===== config.mk =====
export PLATFORM = sky130hd
export DESIGN_NAME = branch_sequencer
export DESIGN_NICKNAME = d
export VERILOG_FILES = /design/src/rtl/branch_sequencer.sv
export SDC_FILE = /design/constraint.sdc
export NUM_CORES = 1
export LEC_CHECK = 0
export ABC_AREA = 1
export CORE_MARGIN = 1.5
export CORE_UTILIZATION = 48
export DETAILED_ROUTE_END_ITERATION = 8
export PLACE_DENSITY_LB_ADDON = 0.15
export SYNTH_ARGS = -nofsm -noshare
export SYNTH_HDL_FRONTEND = slang
export SYNTH_SLANG_ARGS = --single-unit
export TNS_END_PERCENT = 100

===== constraint.sdc =====
create_clock -name Clk -period 2.47 [get_ports Clk]
set_clock_uncertainty 0.2 [all_clocks]
set_input_delay 0.247 -clock Clk [delete_from_list [all_inputs] [get_ports Clk]]
set_output_delay 0.247 -clock Clk [all_outputs]
set_load 0.02 [all_outputs]

===== src/rtl/branch_sequencer.sv =====
// branch_sequencer: LC-3 control-flow sequencer for BR, JMP/RET and JSR/JSRR.
// Owns the PC, drives the BEN block handshake and the link-register write.
module branch_sequencer #(
    parameter logic [15:0] RESET_PC = 16'h0000,
    parameter logic [2:0]  LINK_REG = 3'd7
) (
    input  logic        Clk,
    input  logic        Reset,
    input  logic        start,
    input  logic [15:0] ir,
    input  logic        pc_inc,
    output logic [2:0]  nzp_mask,
    output logic        ld_ben,
    input  logic        ben,
    output logic [2:0]  rf_rd_addr,
    input  logic [15:0] rf_rd_data,
    output logic        rf_wr_en,
    output logic [2:0]  rf_wr_addr,
    output logic [15:0] rf_wr_data,
    output logic [15:0] pc,
    output logic        busy,
    output logic        done,
    output logic        taken,
    output logic        illegal
);

    typedef enum logic [2:0] {
        S_IDLE,
        S_BR_LD,
        S_BR_EVAL,
        S_JMP,
        S_JSR_TGT,
        S_JSR_LINK,
        S_DONE
    } state_t;

    state_t      state, state_nx;
    // Opcode is consumed at issue, so only the operand field is kept.
    logic [11:0] ir_q, ir_nx;
    logic [15:0] pc_q, pc_nx;
    logic [15:0] tgt_q, tgt_nx;
    logic        taken_q, taken_nx;
    logic        illegal_q, illegal_nx;

    logic [15:0] sext9;
    logic [15:0] sext11;
    logic        is_br;
    logic        is_jmp;
    logic        is_jsr;

    assign sext9  = {{7{ir_q[8]}}, ir_q[8:0]};
    assign sext11 = {{5{ir_q[10]}}, ir_q[10:0]};

    assign is_br  = (ir[15:12] == 4'b0000);
    assign is_jmp = (ir[15:12] == 4'b1100);
    assign is_jsr = (ir[15:12] == 4'b0100);

    assign nzp_mask   = ir_q[11:9];
    assign rf_rd_addr = ir_q[8:6];
    assign rf_wr_addr = LINK_REG;
    assign rf_wr_data = pc_q;
    assign pc         = pc_q;

    // State, PC, latched IR, jump target and retire flags.
    always_ff @(posedge Clk) begin
        if (Reset) begin
            state     <= S_IDLE;
            pc_q      <= RESET_PC;
            ir_q      <= '0;
            tgt_q     <= '0;
            taken_q   <= 1'b0;
            illegal_q <= 1'b0;
        end else begin
            state     <= state_nx;
            pc_q      <= pc_nx;
            ir_q      <= ir_nx;
            tgt_q     <= tgt_nx;
            taken_q   <= taken_nx;
            illegal_q <= illegal_nx;
        end
    end

    // Next-state, datapath updates and strobes for each instruction class.
    always_comb begin
        state_nx   = state;
        pc_nx      = pc_q;
        ir_nx      = ir_q;
        tgt_nx     = tgt_q;
        taken_nx   = taken_q;
        illegal_nx = illegal_q;
        ld_ben     = 1'b0;
        rf_wr_en   = 1'b0;
        busy       = 1'b1;
        done       = 1'b0;
        taken      = 1'b0;
        illegal    = 1'b0;

        unique case (state)
            S_IDLE: begin
                busy       = 1'b0;
                taken_nx   = 1'b0;
                illegal_nx = 1'b0;
                if (start) begin
                    ir_nx = ir[11:0];
                    unique case (1'b1)
                        is_br:   state_nx = S_BR_LD;
                        is_jmp:  state_nx = S_JMP;
                        is_jsr:  state_nx = S_JSR_TGT;
                        default: begin
                            state_nx   = S_DONE;
                            illegal_nx = 1'b1;
                        end
                    endcase
                end else if (pc_inc) begin
                    pc_nx = pc_q + 16'd1;
                end
            end
            S_BR_LD: begin
                ld_ben   = 1'b1;
                state_nx = S_BR_EVAL;
            end
            S_BR_EVAL: begin
                if (ben) begin
                    pc_nx    = pc_q + sext9;
                    taken_nx = 1'b1;
                end
                state_nx = S_DONE;
            end
            S_JMP: begin
                pc_nx    = rf_rd_data;
                taken_nx = 1'b1;
                state_nx = S_DONE;
            end
            S_JSR_TGT: begin
                // Capture BaseR now so JSRR R7 uses R7 before the link write.
                tgt_nx   = ir_q[11] ? (pc_q + sext11) : rf_rd_data;
                state_nx = S_JSR_LINK;
            end
            S_JSR_LINK: begin
                rf_wr_en = 1'b1;
                pc_nx    = tgt_q;
                taken_nx = 1'b1;
                state_nx = S_DONE;
            end
            S_DONE: begin
                done     = 1'b1;
                taken    = taken_q;
                illegal  = illegal_q;
                state_nx = S_IDLE;
            end
            default: begin
                state_nx = S_IDLE;
            end
        endcase
    end

endmodule


==> Yosys cells after proc, flatten, opt, wreduce, memory -nomap -nowiden <==
Cells that the tools add are included.
W data, S select, Z words.
{ "word_totals": {"elab_cells": 49, "inputBits": 37, "register_bits": 49, "out_inout_bits": 47} }
{ "classes": {"n_reduce_logical": 10, "eq_ne": 12, "n_addsub": 3, "muxes": 18} }
{ "op_table": {"columns": ["operator", "count"], "rows": [
  ["$mux W16", 4],
  ["$pmux W16 S4", 1],
  ["$add A16 B16 Y16", 2],
  ["$add A16 B1 Y16 const B", 1],
  ["$pmux W3 S4", 1],
  ["$eq A3 B3 Y1 const B", 3],
  ["$mux W1", 9],
  ["$pmux W3 S3", 1],
  ["$ne A2 B2 Y1 const B", 4],
  ["$eq A3 B2 Y1 const B", 2],
  ["$reduce_or A3 Y1", 2],
  ["$eq A4 B3 Y1 const B", 1],
  ["$eq A4 B4 Y1 const B", 1],
  ["$logic_not A4 Y1", 1],
  ["$reduce_and A2 Y1", 2],
  ["$reduce_and A4 Y1", 1],
  ["$reduce_bool A4 Y1", 1],
  ["$eq A3 B1 Y1 const B", 1],
  ["$logic_not A3 Y1", 1],
  ["$mux W3", 1],
  ["$pmux W1 S3", 1],
  ["$reduce_bool A3 Y1", 1],
  ["$reduce_or A2 Y1", 1]
]} }

==> Longest topological paths before layout <==
{ "depth": {"word_depth": 4, "depth_mapped": 16, "mapped_depth_nobuf": 15} }

==> Least setup slack after synthesis <==
No wires, ideal clock.
{ "synth_timing": {"path_type": "reg2reg", "start": "register state[2]", "end": "register pc_q[14] (netlist: pc[14])", "arrival_ps": 2183, "n_path_buf": 1, "stages_incl_launch_ff": 17, "setup_slack_ps": -32, "cell_sequence": "dfxtp_1 > buf_6 > nor2_4 > nand2_2 > nor2_1 > inv_1 > fa_1 > inv_1 > nand4_1 > nand3_1 > inv_1 > nor3b_2 > nand2_1 > nand2_1 > nand2_1 > nand3_1 > a21oi_2"} }
{ "synth_between": {"elab_chain_len": 3} }
{ "synth_rtl": {"columns": ["item", "line_no", "rtl"], "rows": [
  ["start, declared", "37", "state_t state, state_nx;"],
  ["start signal, assigned", "74", "state <= state_nx;"],
  ["$eq A3 B2 Y1 (tied with other cells)", "98", "unique case (state)"],
  ["$reduce_bool A4 Y1 (no line) / $ne A2 B2 Y1 (equally long branches)", null, null],
  ["$reduce_and A4 Y1 (no line)", null, null],
  ["end signal, assigned", "75", "pc_q <= pc_nx;"],
  ["end, declared", "40", "logic [15:0] pc_q, pc_nx;"]
]} }
Several ways; a longest one is shown, not always the timed one.
A chain may end at the register's enable or synchronous reset.

==> Worst setup path in the final report <==
{ "layout_timing": {"start": "register state[2]", "end": "register pc_q[9] (netlist: pc[9])"} }
The elaborated chain is that of the path after synthesis.

==> impl_table.tex <==
\begin{tabular}{lr}
\hline
Metric & Value \\
\hline
\multicolumn{2}{l}{\textbf{Finish}} \\
Fraction of layout cells with a size suffix above 1 & between 10\% and 20\% \\
Area grow syn2layout & 26.4\% \\
Post-Route Utilization & a little over three fifths \\
Antenna diode count & 0 \\
Final net count & 768 \\
Post-route insts no fill & slightly above 800 \\
Number of fill cells in the layout & 776 \\
Finished Cell Area & between 5000 and 6000 um\^{}2 \\
Area occupied by multi-input gates & approximately 2600 um\^{}2 \\
Area occupied by registers & around 980 um\^{}2 \\
\multicolumn{2}{l}{\textbf{Hold path}} \\
Cell depth of the worst min-delay path & 2 \\
Critical hold path startpoint & taken\_q \\
Endpoint with the worst hold slack & taken\_q \\
Min-Delay Path Class & flop to flop \\
\multicolumn{2}{l}{\textbf{Run}} \\
Number of violations of the max-capacitance limit & 0 \\
\multicolumn{2}{l}{\textbf{Place}} \\
Instance area after placement & between 4000 and 5000 um\^{}2 \\
Count of port buffers added during placement & 80 \\
Routability congestion estimate from global placement & roughly 0.9 \\
Cell count after placement & $\sim$800 \\
Pre-CTS setup slack & -16.7 ps \\
Final HPWL DP & 9520 um \\
\multicolumn{2}{l}{\textbf{Setup path}} \\
Critical path data required time & between 2000 and 3000 ps \\
Element type at the critical path end & flop \\
Type of the setup path with the least slack & flop to flop \\
WP data arrival & between 2000 and 2500 ps \\
Start of the worst register-to-register path & state[2] \\
Internal reg-to-reg setup slack & between 100 and 150 ps \\
Startpoint types & flop \\
Depth of the worst register-to-register path & 14 \\
Critical register-to-register path endpoint & pc[9] \\
Critical-path maximum fanout & 7 \\
\multicolumn{2}{l}{\textbf{Detailed routing}} \\
Detail Route Antenna Nets & 0 \\
Violation count after the first detailed-routing iteration & 325 \\
Via density per instance & between 5 and 6 \\
Residual DRC count & 0 \\
Routed wire length & between 10000 and 15000 um \\
Count of vias placed by the detailed router & approximately 4400 \\
Per-cell routed wire length & between 15 and 20 um \\
Router iterations before antenna repair & 9 \\
\multicolumn{2}{l}{\textbf{Logic synthesis}} \\
Most frequent cells after synthesis & 113 x nand2\_1, 82 x inv\_1, 77 x a21oi\_1 \\
Most numerous cell in the Yosys netlist & nand2\_1 \\
Yosys top cell by area & dfxtp\_1 \\
Number of flops mapped to enable cells by yosys & 0 \\
Most common flop cell mapped by yosys & dfxtp\_1 \\
Synthesized flop and latch total & 49 \\
Number of instances in the synthesized netlist & 633 \\
Post-synthesis area per instance & 6.57 um\^{}2 \\
Sequential-to-total area share from yosys stat & approximately a quarter \\
Async SR Flop Fraction & 0\% \\
Top cells by area in the synthesized netlist & dfxtp\_1 24\%, nand2\_1 10\%, a21oi\_1 9.3\% \\
Area share of the largest cell type after synthesis & 23.6\% \\
Area of the mapped netlist & 4160 um\^{}2 \\
Distinct cell type count of the synthesized netlist & 46 \\
Number of warnings issued by yosys & 0 \\
\multicolumn{2}{l}{\textbf{Global routing}} \\
First-pass GRT wire length & $\sim$20000 um \\
Antenna violations before repair & 0 \\
Overall Global Routing Usage & roughly 28\% \\
Vias in the first global route & 4185 \\
Aggregate global routing overflow & 0 \\
Maximum number of pins on one net before global-route repair & 24 \\
\multicolumn{2}{l}{\textbf{Floorplan}} \\
Full die area & roughly 9200 um\^{}2 \\
\# IOs & 84 \\
Number of cell rows & 33 \\
Die boundary height & 96.1 um \\
Initial standard-cell utilization of the core & between 50\% and 60\% \\
Die width & 96.1 um \\
Core area & 8300 um\^{}2 \\
\multicolumn{2}{l}{\textbf{Timing}} \\
Max Fclk & 426 MHz \\
Transition time of the tightest slew-check pin & $\sim$800 ps \\
Fin crit share & between 90\% and 100\% \\
RSZ-0062 raised after global routing & true \\
Number of hold violations in the final report & 0 \\
Max-slew headroom at the worst pin & between 40\% and 50\% \\
Final Setup Violations & 0 \\
Final period demand of the worst path & 2350 ps \\
Final number of max-transition violations & 0 \\
Min setup slack post-route & approximately 120 ps \\
Fin Hold WS & 271 ps \\
Post-route setup TNS & 0 ps \\
\multicolumn{2}{l}{\textbf{Pwr}} \\
Combinational cell fraction of total power & between 60\% and 70\% \\
Power per Cell Area & between 1000 and 1500 nW/um\^{}2 \\
Switching share of power & between 40\% and 50\% \\
Total internal power & 2.68 mW \\
Worst vdd ir & around 0.0007 V \\
Switch Pwr & approximately 2.7 mW \\
Register share of total power & 24.4\% \\
Total power & about 5.4 mW \\
Static Leakage & $\sim$2.4 nW \\
Proportion of power drawn by the clock network & between 10\% and 20\% \\
\multicolumn{2}{l}{\textbf{Clock network}} \\
H-tree levels & 2 \\
Bufs on Longest Clock Path & 2 \\
Clock tree from TritonCTS & built \\
Worst-path clk slew & $\sim$100 ps \\
Clock root buffer & clkbuf\_8 \\
Clock latency of the later-clocked register in the worst-skew pair & a little over 300 ps \\
Count of clock tree sinks & around 50 \\
Total CTS buffers & 5 \\
\multicolumn{2}{l}{\textbf{Status}} \\
Run status & completed \\
\hline
\end{tabular}
==> layout by cell type (no fill, tap or decap), drive strengths merged, types with 7 or more instances in the layout <==
cell type	n
dfxtp	49
nand4	10
inv	92
nand2	127
clkdlybuf4s50	77
o21ai	64
ha	23
clkbuf	7
a21oi	80
nand3	30
nor2	57
buf	31
a211oi	8
a41oi	7
==> flip-flops by register name, summed over array words and instances, names as in the netlist <==
signal and flops:
pc 16, tgt_q 16, ir_q 12, state 3
illegal_q 1, taken_q 1
==> what timing repair did <==
action	in CTS	in global routing
setup endpoints to repair	5	12
resized for setup	3	30
setup buffers	2	8
hold buffers	0	0
pin swaps	2	14
==> how the worst max path moves through the flow <==
stage               startpoint      to  slack, ps  cells after the start
floorplan             state[2]  pc[14]         10                     16
global placement      state[0]  pc[13]          4                     16
detailed placement    state[0]  pc[13]        -20                     16
CTS                   state[0]  pc[13]        0.8                     15
global route          state[2]  pc[13]        -50                     16
finish                state[2]   pc[9]        120                     14
==> power groups by stage <==
stage	logic, mW	registers (mW)	clock network (mW)
after floorplan	2.30	1.34	0
after global placement	3.25	1.30	0
after detailed placement	3.31	1.32	0
after CTS	3.34	1.30	0.555
after global routing	3.84	1.34	0.578
final	3.50	1.31	0.542
==> metal layers <==
| metal | routed length, um | vias up | part of all wire (%) | GRT usage [%] |
|---|---|---|---|---|
| met1 | 5720 | 2044 | 45 | 37.7 |
| met3 | 773 | 15 | 6.1 | 3.48 |
| met5 | 0 | - | 0 | 0 |
| met4 | 168 | 0 | 1.3 | 5.39 |
| li1 | - | 2215 | - | - |
| met2 | 5930 | 158 | 47 | 48.5 |
==> worst max-delay path, cell delays in order, from the launching register on <==
cell,delay (ps)
dfxtp_2,350
nor2_4,140
nand2_4,70
buf_8,140
nor2_1,90
ha_1,290
nand2_1,100
inv_1,70
a21boi_2,130
nand2_2,110
nand3_1,90
nand3_2,110
xor2_2,190
nand2_1,70
a21oi_1,130
==> layout make-up <==
class                      instances  share of cell area [%]
clock inverter                     1                  0.0952
multi-input combinational        446                    49.9
timing repair buffer             111                    20.1
tap                              105                    2.50
clock buffer                       7                    1.83
inverter                          93                    6.83
sequential                        49                    18.7
==> kinds of logic after synthesis <==
group | count (synthesis) | synth area share (%)
and+or+nand+nor | 230 | 25.6
AOI/OAI and AO/OA | 180 | 25.1
buffers and inverters | 140 | 16.0
DFF | 49 | 23.6
adders and majority gates | 25 | 7.89
xor gates and xnor gates | 8 | 1.69
other | 1 | 0.0902
(Power assumes the default switching activity.)
